## config.mk

```make
export PLATFORM = sky130hd
export DESIGN_NAME = sr_cmd_gen
export DESIGN_NICKNAME = d
export VERILOG_FILES = /design/src/rtl/sr_cmd_pkg.sv /design/src/rtl/sr_debounce_ch.sv /design/src/rtl/sr_cmd_gen.sv
export SDC_FILE = /design/constraint.sdc
export NUM_CORES = 1
export LEC_CHECK = 0
export CORE_MARGIN = 2
export CORE_UTILIZATION = 40
export DETAILED_ROUTE_END_ITERATION = 10
export GPL_TIMING_DRIVEN = 1
export PLACE_DENSITY = 0.71
export SKIP_LAST_GASP = 1
export SLEW_MARGIN = 20
export SYNTH_ARGS = -nofsm -noshare
export SYNTH_HDL_FRONTEND = slang
export SYNTH_SLANG_ARGS = --single-unit
```

## constraint.sdc

```tcl
create_clock -name clk -period 1.3 [get_ports clk]
set_input_delay 0.26 -clock clk [delete_from_list [all_inputs] [get_ports clk]]
set_output_delay 0.26 -clock clk [all_outputs]
set_load 0.05 [all_outputs]
```

## src/rtl/sr_cmd_pkg.sv

```systemverilog
// sr_cmd_pkg: debounce channel state encoding and default debounce length shared by sr_cmd_gen and sr_debounce_ch
package sr_cmd_pkg;
  typedef enum logic [1:0] {
    S_LOW  = 2'd0,
    S_RISE = 2'd1,
    S_HIGH = 2'd2,
    S_FALL = 2'd3
  } ch_state_e;
  localparam int DEBOUNCE_CYC_DEF = 16;
endpackage

```

## src/rtl/sr_debounce_ch.sv

```systemverilog
// sr_debounce_ch: 2-FF sync, debounce FSM and rising-edge pulse; clk/rst, btn_i raw level in, lvl_o debounced level, edge_o one-cycle pulse on accepted press
module sr_debounce_ch
  import sr_cmd_pkg::*;
#(
  parameter int DEBOUNCE_CYC = DEBOUNCE_CYC_DEF
) (
  input  logic clk,
  input  logic rst,
  input  logic btn_i,
  output logic lvl_o,
  output logic edge_o
);
  localparam int CNT_W = $clog2(DEBOUNCE_CYC + 1);
  localparam logic [CNT_W-1:0] LAST = CNT_W'(DEBOUNCE_CYC - 1);
  logic [1:0] sync_q;
  logic [CNT_W-1:0] cnt_q;
  logic [CNT_W-1:0] cnt_inc;
  ch_state_e state_q;
  logic edge_q;
  logic sync_x;
  assign sync_x = sync_q[1];
  assign cnt_inc = &cnt_q ? cnt_q : cnt_q + CNT_W'(1);
  always_ff @(posedge clk or posedge rst)
    if (rst) begin
      sync_q  <= 2'b00;
      cnt_q   <= '0;
      state_q <= S_LOW;
      edge_q  <= 1'b0;
    end else begin
      sync_q <= {sync_q[0], btn_i};
      edge_q <= 1'b0;
      case (state_q)
        S_LOW: begin
          state_q <= sync_x ? S_RISE : S_LOW;
          cnt_q   <= sync_x ? CNT_W'(1) : '0;
        end
        S_RISE:
          if (!sync_x) begin
            state_q <= S_LOW;
            cnt_q   <= '0;
          end else if (cnt_q == LAST) begin
            state_q <= S_HIGH;
            cnt_q   <= '0;
            edge_q  <= 1'b1;
          end else
            cnt_q <= cnt_inc;
        S_HIGH: begin
          state_q <= sync_x ? S_HIGH : S_FALL;
          cnt_q   <= sync_x ? '0 : CNT_W'(1);
        end
        S_FALL:
          if (sync_x) begin
            state_q <= S_HIGH;
            cnt_q   <= '0;
          end else if (cnt_q == LAST) begin
            state_q <= S_LOW;
            cnt_q   <= '0;
          end else
            cnt_q <= cnt_inc;
      endcase
    end
  assign lvl_o  = (state_q == S_HIGH) || (state_q == S_FALL);
  assign edge_o = edge_q;
endmodule

```

## src/rtl/sr_cmd_gen.sv

```systemverilog
// sr_cmd_gen: debounced set/clear command pulses for sr_ff; clk/rst, btn_set/btn_clr raw in, cmd_s/cmd_r pulses, lvl_set/lvl_clr levels, conflict when both edges coincide
module sr_cmd_gen
  import sr_cmd_pkg::*;
#(
  parameter int DEBOUNCE_CYC = DEBOUNCE_CYC_DEF
) (
  input  logic clk,
  input  logic rst,
  input  logic btn_set,
  input  logic btn_clr,
  output logic cmd_s,
  output logic cmd_r,
  output logic lvl_set,
  output logic lvl_clr,
  output logic conflict
);
  logic edge_s, edge_r, lvl_s, lvl_r;
  sr_debounce_ch #(.DEBOUNCE_CYC(DEBOUNCE_CYC)) u_set (
    .clk(clk), .rst(rst), .btn_i(btn_set), .lvl_o(lvl_s), .edge_o(edge_s)
  );
  sr_debounce_ch #(.DEBOUNCE_CYC(DEBOUNCE_CYC)) u_clr (
    .clk(clk), .rst(rst), .btn_i(btn_clr), .lvl_o(lvl_r), .edge_o(edge_r)
  );
  always_ff @(posedge clk or posedge rst)
    if (rst) begin
      cmd_s    <= 1'b0;
      cmd_r    <= 1'b0;
      conflict <= 1'b0;
      lvl_set  <= 1'b0;
      lvl_clr  <= 1'b0;
    end else begin
      cmd_s    <= edge_s & ~edge_r;
      cmd_r    <= edge_r & ~edge_s;
      conflict <= edge_s & edge_r;
      lvl_set  <= lvl_s;
      lvl_clr  <= lvl_r;
    end
endmodule

```

==> results by group, run 1 <==
Place
  – Hpwl dp: 1090 um
  – PortBufs: 8
  – Placer congestion estimate: 0.709
  – Dpl ws: -0.0280 ns

Power and ir drop
  – Ratio of total power to cell area: 950 mW/mm^2
  – Peak VDD IR: 708 uV
  – PnR Total Power: 1240 uW
  – Static leakage: 0.000599 uW

Route
  – Post-route ant nets: 0
  – Via total after detailed routing: 632
  – DR vias/cell: 4.79
  – Starting DRT DRC Count: 3
  – Pre-Repair DR Iteration Count: 2
  – Routed WL: 1530 um
  – Wire per inst: 11.6 um
  – Drt drc: 0

Yosys
  – Synth area leader: dfrtp_1
  – Sequential fraction of the synthesis area: 62.0%
  – Number of distinct library cells after synthesis: 21
  – Synth Area per Inst: 12.3 um^2
  – Synthesized area: 0.00101 mm^2
  – Yosys warns: 0
  – Post-synthesis instance total: 82
  – Flop and latch count out of synthesis: 25
  – Syn Nets: 88
  – Area contributors post-synth: dfrtp_1 (62%), and3_4 (4.5%), a21oi_1 (3.5%)
  – Yosys top cell area share: 62.0%

Status
  – Status: finished, violations left
  – Failing checks: negative setup slack

Clocking
  – # H-tree levels: 1
  – CTS tree: yes
  – CTS sink cnt: 25
  – Clock Latency Late Sink: 0.31 ns
  – Cts bufs inserted: 3
  – CTS root buf: clkbuf_4
  – CTS clk-pin slew, worst paths: 0.14 ns
  – CTS Buffer Depth: 2

Setup path
  – Arrival @ worst endpoint: 1.54 ns
  – Startpoint Class: flip-flop
  – WP buf/inv: 0
  – Cells along the critical path: ha_4 -> and3_4 -> and3_4 -> mux2_4
  – Worst path slowest cell: dfrtp_1
  – Crit end category: flip-flop
  – Most frequent CP cell: and3_4
  – Crit-path max FO: 3
  – WP data required: 1.51 ns
  – R2R setup slack: -0.04 ns
  – Crit path max-delay family: flip-flops
  – Slowest stage delay, CP: 0.43 ns
  – Crit path kind: flip-flop to flip-flop

Finish
  – Fin nets: 109
  – # diodes: 0
  – Post-layout util: 53.8%
  – Area of the multi-input gates: 398 um^2
  – Commonest non-fill, non-tap cell in the layout: dfrtp_1
  – Synthesis-to-finish area growth: 29.5%
  – Fraction of final layout cells sized beyond drive strength 1: 33.3%
  – Register area: 626 um^2
  – Most frequent cells in the layout: dfrtp_1 (25), buf_4 (10), nor2_1 (6), a21oi_1 (6), nand2_1 (6)
  – Fill cell count: 219

GRT
  – Largest net degree at the start of global routing: 26
  – Total global-route track usage: 13.1%
  – First-pass GRT wire length: 2680 um
  – Initial antenna violation count: 0
  – Vias in the first global route: 621
  – Total gr overflow: 0

STA
  – Setup slack after layout: -0.0389 ns
  – Worst hold margin: 0.254 ns
  – Crit share post-route: 103%
  – Hold Fails Final Rpt: 0
  – Least-Margin Pin Slew: 0.316 ns
  – Rel. slew slack: 78.8%
  – Final setup vio count: 2
  – Minimum clock period: 1.34 ns
  – Slew Viols, Final: 0
  – Max frequency: 747 MHz
  – RSZ-0062 raised after global routing: true
  – Worst Clk Skew: 0.0137 ns

Floorplan
  – Die area: 0.00294 mm^2
  – Initial core utilization: 41.5%
  – Row count: 18
  – Die W: 54.2 um
  – Ports: 9
  – Total core area: 0.00243 mm^2
  – Die H: 54.2 um

Hold path
  – HP Class: input port to asynchronous set/reset pin

Run
  – Max-Cap Viols: 0
-- power breakdown --
part,internal [uW],switching (uW),leakage (uW)
Sequential,795,14.8,0.000331
Clock,117,228,0.0000139
Combinational,45.5,41.6,0.000254
-- Yosys cell counts --
cell type,number
and3_4,4
mux2_2,1
dfrtp_1,25
nor3_1,4
mux2_4,2
a21oi_1,7
nand2b_1,2
nand2_1,6
and4b_1,2
a31oi_1,3
nor2_1,6
nor2b_1,2
clkbuf_1,2
inv_1,3
and2_1,1
nand2b_4,2
ha_1,2
and3b_2,1
and3b_1,1
nand3_1,4
xnor2_1,2
-- metal layers --
| layer | vias to the layer above | share of wire (%) | track usage (%) |
|---|---|---|---|
| met5 | - | 0 | 0 |
| met2 | 7 | 46 | 18.3 |
| met3 | 2 | 2.9 | 2.46 |
| li1 | 319 | - | - |
| met1 | 304 | 51 | 19.0 |
| met4 | 0 | 0.65 | 7.50 |
-- state kept, by name, indices dropped and copies added, names as in the netlist, named ones only --
| signal | count |
|---|---|
| u_set.sync_q | 2 |
| lvl_set | 1 |
| lvl_clr | 1 |
| u_clr.edge_o | 1 |
| u_clr.sync_q | 2 |
| u_set.state_q | 1 |
| cmd_s | 1 |
| u_set.edge_o | 1 |
| u_set.cnt_q | 5 |
| conflict | 1 |
| u_clr.cnt_q | 5 |
| u_clr.state_q | 1 |
| cmd_r | 1 |
-- cell type report --
class                   instances  area share, %
clock buffers                   3           1.72
flip-flops and latches         25           47.8
clock inverters                 1          0.574
well taps                      30           2.87
inverters                       3          0.861
multi-input cells              52           30.4
repair buffers                 18           15.7
-- through the flow --
| step | instance area [um^2] | cells | TNS [ns] |
|---|---|---|---|
| final | 1310 | 132 | -0.0639 |
| after detailed placement | 1240 | 126 | -0.0385 |
| after global placement | 1240 | 126 | -0.00433 |
| after floorplan | 1020 | 82 | -0.117 |
| after global routing | 1310 | 132 | -0.264 |
| after CTS | 1290 | 132 | -0.0582 |
-- worst paths after layout --
check                                                from  cells after the start                         to
worst max register to register   u_clr.cnt_q[1]$_DFF_PP0_                      4                  flip-flop
max in group asynchronous                             rst                      3  u_clr.sync_q[0]$_DFF_PP0_
worst min register to register  u_clr.sync_q[0]$_DFF_PP0_                      0  u_clr.sync_q[1]$_DFF_PP0_
worst min-delay path                                  rst                      3   u_set.cnt_q[3]$_DFF_PP0_
worst max-delay path             u_clr.cnt_q[1]$_DFF_PP0_                      4                  flip-flop
min in group clk                                  btn_set                      1  u_set.sync_q[0]$_DFF_PP0_
-- cell families (layout without fill, tap and decap cells) --
kind of cell / after synthesis / count (layout) / synth area share (%)
AOI/OAI and AO/OA: 10 / 10 / 5.33
xor gates and xnor gates: 2 / 2 / 1.74
adders and majority gates: 2 / 2 / 2.48
buffers and inverters: 5 / 25 / 1.86
DFF: 25 / 25 / 62.0
muxes: 3 / 3 / 4.09
and+or+nand+nor: 35 / 35 / 22.6
-- repair_timing --
item / 4_1_cts / 5_1_grt
setup buffers: 2 / 0
endpoints found under the setup margin: 3 / 6
resized for setup: 0 / 4
hold buffers: 0 / 0
endpoints found under the hold margin: 0 / 0
pin swaps: 1 / 2
-- worst register-to-register path, delay by kind of cell (launching register included) --
| family | cells | cell delay, ns |
|---|---|---|
| muxes | 1 | 0.28 |
| DFF | 1 | 0.43 |
| and+or+nand+nor | 2 | 0.35 |
| adders and majority gates | 1 | 0.17 |
Note: power is estimated with default switching activity, not from simulation.
==> inputs of run 2 (changes only) <==
--- a/config.mk
+++ b/config.mk
@@ -5,6 +5,7 @@
 export SDC_FILE = /design/constraint.sdc
 export NUM_CORES = 1
 export LEC_CHECK = 0
+export CAP_MARGIN = 20
 export CORE_MARGIN = 2
 export CORE_UTILIZATION = 40
 export DETAILED_ROUTE_END_ITERATION = 10
==> results of run 2 <==
Same layout as run 1: the final DEF is identical, and so are final timing and power.
==> inputs of run 3 (changes only) <==
--- a/config.mk
+++ b/config.mk
@@ -5,12 +5,12 @@
 export SDC_FILE = /design/constraint.sdc
 export NUM_CORES = 1
 export LEC_CHECK = 0
-export CAP_MARGIN = 20
+export CAP_MARGIN = 40
 export CORE_MARGIN = 2
-export CORE_UTILIZATION = 40
+export CORE_UTILIZATION = 49
 export DETAILED_ROUTE_END_ITERATION = 10
 export GPL_TIMING_DRIVEN = 1
-export PLACE_DENSITY = 0.71
+export PLACE_DENSITY = 0.82
 export SKIP_LAST_GASP = 1
 export SLEW_MARGIN = 20
 export SYNTH_ARGS = -nofsm -noshare
==> results by group, run 3 (synthesis results as in run 1) <==
Clocking
  – CTS clk-pin slew, worst paths: 0.12 ns (-0.02 ns)
  – CTS tree: yes
  – CTS Buffer Depth: 2 (unchanged)
  – # H-tree levels: 1 (unchanged)
  – CTS root buf: clkbuf_4
  – Cts bufs inserted: 3 (unchanged)
  – CTS sink cnt: 25 (unchanged)
  – Clock Latency Late Sink: 0.30 ns (about the same)

Finish
  – # diodes: 0 (unchanged)
  – Area of the multi-input gates: 395 um^2 (-0.63%)
  – Synthesis-to-finish area growth: 29.6% (about the same)
  – Commonest non-fill, non-tap cell in the layout: dfrtp_1
  – Most frequent cells in the layout: dfrtp_1 (25), buf_4 (10), nor2_1 (6), nand2_1 (6), buf_12 (5)
  – Post-layout util: 66.7% (+13 points)
  – Design Area, Final: 0.00131 mm^2 (about the same)
  – Fraction of final layout cells sized beyond drive strength 1: 33.0% (-0.32 points)
  – Largest registers: u_clr.cnt_q (5), u_set.cnt_q (5)
  – Fill cell count: 138 (-37%)
  – Register area: 626 um^2 (unchanged)
  – Fin nets: 110 (+0.92%)

Route
  – Wire per inst: 12.8 um (+11%)
  – Starting DRT DRC Count: 6 (+3)
  – Metal3 WL: 68 um (+51%)
  – Routed WL: 1670 um (+9.2%)
  – Met2 Wirelength: 841 um (+20%)
  – DR vias/cell: 5.15 (+7.6%)
  – Post-route ant nets: 0 (unchanged)
  – M1 WL: 744 um (-4.0%)
  – Via total after detailed routing: 670 (+6.0%)
  – Pre-Repair DR Iteration Count: 4 (+2)
  – Drt drc: 0 (unchanged)
  – Top layer in use: met4

Setup path
  – Worst path slowest cell: dfrtp_1
  – Cells along the critical path: ha_2 -> and3_4 -> and3_4 -> mux2_4
  – Arrival @ worst endpoint: 1.54 ns (about the same)
  – Slowest stage delay, CP: 0.37 ns (-0.06 ns)
  – Crit path max-delay family: simple AND/OR/NAND/NOR gates
  – WP data required: 1.51 ns (about the same)
  – Crit end category: flip-flop
  – Crit-path max FO: 3 (unchanged)
  – Startpoint Class: flip-flop
  – Most frequent CP cell: and3_4
  – Crit path kind: flip-flop to flip-flop
  – WP buf/inv: 0 (unchanged)

Status
  – Status: finished, violations left
  – Failing checks: negative setup slack

STA
  – Max frequency: 748 MHz (+0.10%)
  – Rel. slew slack: 79.0% (+0.20 points)
  – Least-Margin Pin Slew: 0.313 ns (-0.00299 ns)
  – Setup slack after layout: -0.0375 ns (+0.00139 ns)
  – Worst Clk Skew: 0.00361 ns (-0.0101 ns)
  – RSZ-0062 raised after global routing: true
  – Minimum clock period: 1.34 ns (-0.00139 ns)
  – Crit share post-route: 103% (-0.11 points)
  – Slew Viols, Final: 0 (unchanged)
  – Hold Fails Final Rpt: 0 (unchanged)
  – Final setup vio count: 2 (unchanged)

Floorplan
  – Ports: 9 (unchanged)
  – Initial core utilization: 51.5% (+10 points)
  – Die area: 0.00244 mm^2 (-17%)
  – Die H: 49.4 um (-8.9%)
  – Row count: 16 (-2)
  – Die W: 49.4 um (-8.9%)
  – Total core area: 0.00196 mm^2 (-19%)

GRT
  – Total gr overflow: 0 (unchanged)
  – First-pass GRT wire length: 2910 um (+8.7%)
  – Total global-route track usage: 15.7% (+2.6 points)
  – Largest net degree at the start of global routing: 26 (unchanged)
  – Initial antenna violation count: 0 (unchanged)
  – Vias in the first global route: 664 (+6.9%)

Power and ir drop
  – Peak VDD IR: 817 uV (+15%)
  – Static leakage: 0.000605 uW (+0.96%)
  – Ratio of total power to cell area: 941 mW/mm^2 (-0.97%)

Hold path
  – HP Class: input port to asynchronous set/reset pin

Place
  – Dpl ws: -0.0374 ns (-0.00947 ns)
  – PortBufs: 8 (unchanged)
  – Hpwl dp: 1140 um (+4.3%)
  – Placer congestion estimate: 0.812 (+15%)
  – Placed Area: 0.00124 mm^2 (-0.30%)

Run
  – Max-Cap Viols: 0 (unchanged)
## run 3: cell types whose count changed in the layout (fill, tap and decap cells not counted)
cell,delta
clkinvlp_4,-1
clkbuf_1,+1
a21oi_2,+2
a21oi_1,-2
nor3_2,-2
nor3_1,+2
buf_6,+1
## run 3: per-layer routing
| metal | vias up | global-route usage (%) |
|---|---|---|
| met1 | 328 | 19.3 |
| met3 | 2 | 3.68 |
| met5 | - | 0 |
| li1 | 322 | - |
| met2 | 18 | 26.8 |
| met4 | 0 | 6.02 |
## run 3: worst reg2reg max path, delay by kind of cell (launching register included)
| family | cells | cell delay [ns] |
|---|---|---|
| AND/OR/NAND/NOR | 2 | 0.39 |
| flip-flops | 1 | 0.37 |
| multiplexers | 1 | 0.29 |
| adder cells (fa/ha/maj) | 1 | 0.18 |
## run 3: final timing paths
kind | end | slack, ns | from | cells past startpoint
worst max register to register | flip-flop | -0.04 | u_set.cnt_q[1]$_DFF_PP0_ | 4
min in group clk | u_clr.sync_q[1]$_DFF_PP0_ | 0.38 | u_clr.sync_q[0]$_DFF_PP0_ | 0
worst max-delay path | flip-flop | -0.04 | u_set.cnt_q[1]$_DFF_PP0_ | 4
max in group asynchronous | lvl_clr$_DFF_PP0_ | 0.79 | rst | 3
worst min register to register | u_clr.sync_q[1]$_DFF_PP0_ | 0.38 | u_clr.sync_q[0]$_DFF_PP0_ | 0
worst min-delay path | u_set.cnt_q[1]$_DFF_PP0_ | 0.27 | rst | 3
## run 3: metrics by stage
step	std cells	total power, uW	hold WS [ns]	TNS [ns]
final	130	1230	0.275	-0.0709
after CTS	129	1240	0.281	-0.0767
after global placement	123	904	0.334	-0.00836
after floorplan	82	871	0.287	-0.117
after global routing	130	1290	0.286	-0.232
after detailed placement	123	911	0.347	-0.0489
## run 3: layout make-up
| class | count | area share [%] |
|---|---|---|
| tap | 27 | 2.58 |
| clock buffer | 4 | 2.01 |
| sequential | 25 | 47.8 |
| timing repair buffer | 19 | 16.5 |
| multi-input combinational | 52 | 30.2 |
| inverter | 3 | 0.860 |
## run 3: where the power goes
| group | switching [uW] | leakage [uW] | internal, uW | total, uW |
|---|---|---|---|---|
| clock | 206 | 0.0000150 | 120 | 325 |
| sequential | 16.1 | 0.000331 | 795 | 811 |
| combinational | 47.0 | 0.000259 | 48.2 | 95.2 |
| total | 269 | 0.000605 | 963 | 1230 |
## run 3: repair_timing
item                                    CTS  global route
hold buffers                              0             0
pin swaps                                 4             3
cloned                                    0             0
endpoints found under the setup margin    4             7
setup buffers                             2             1
resized for setup                         2             3
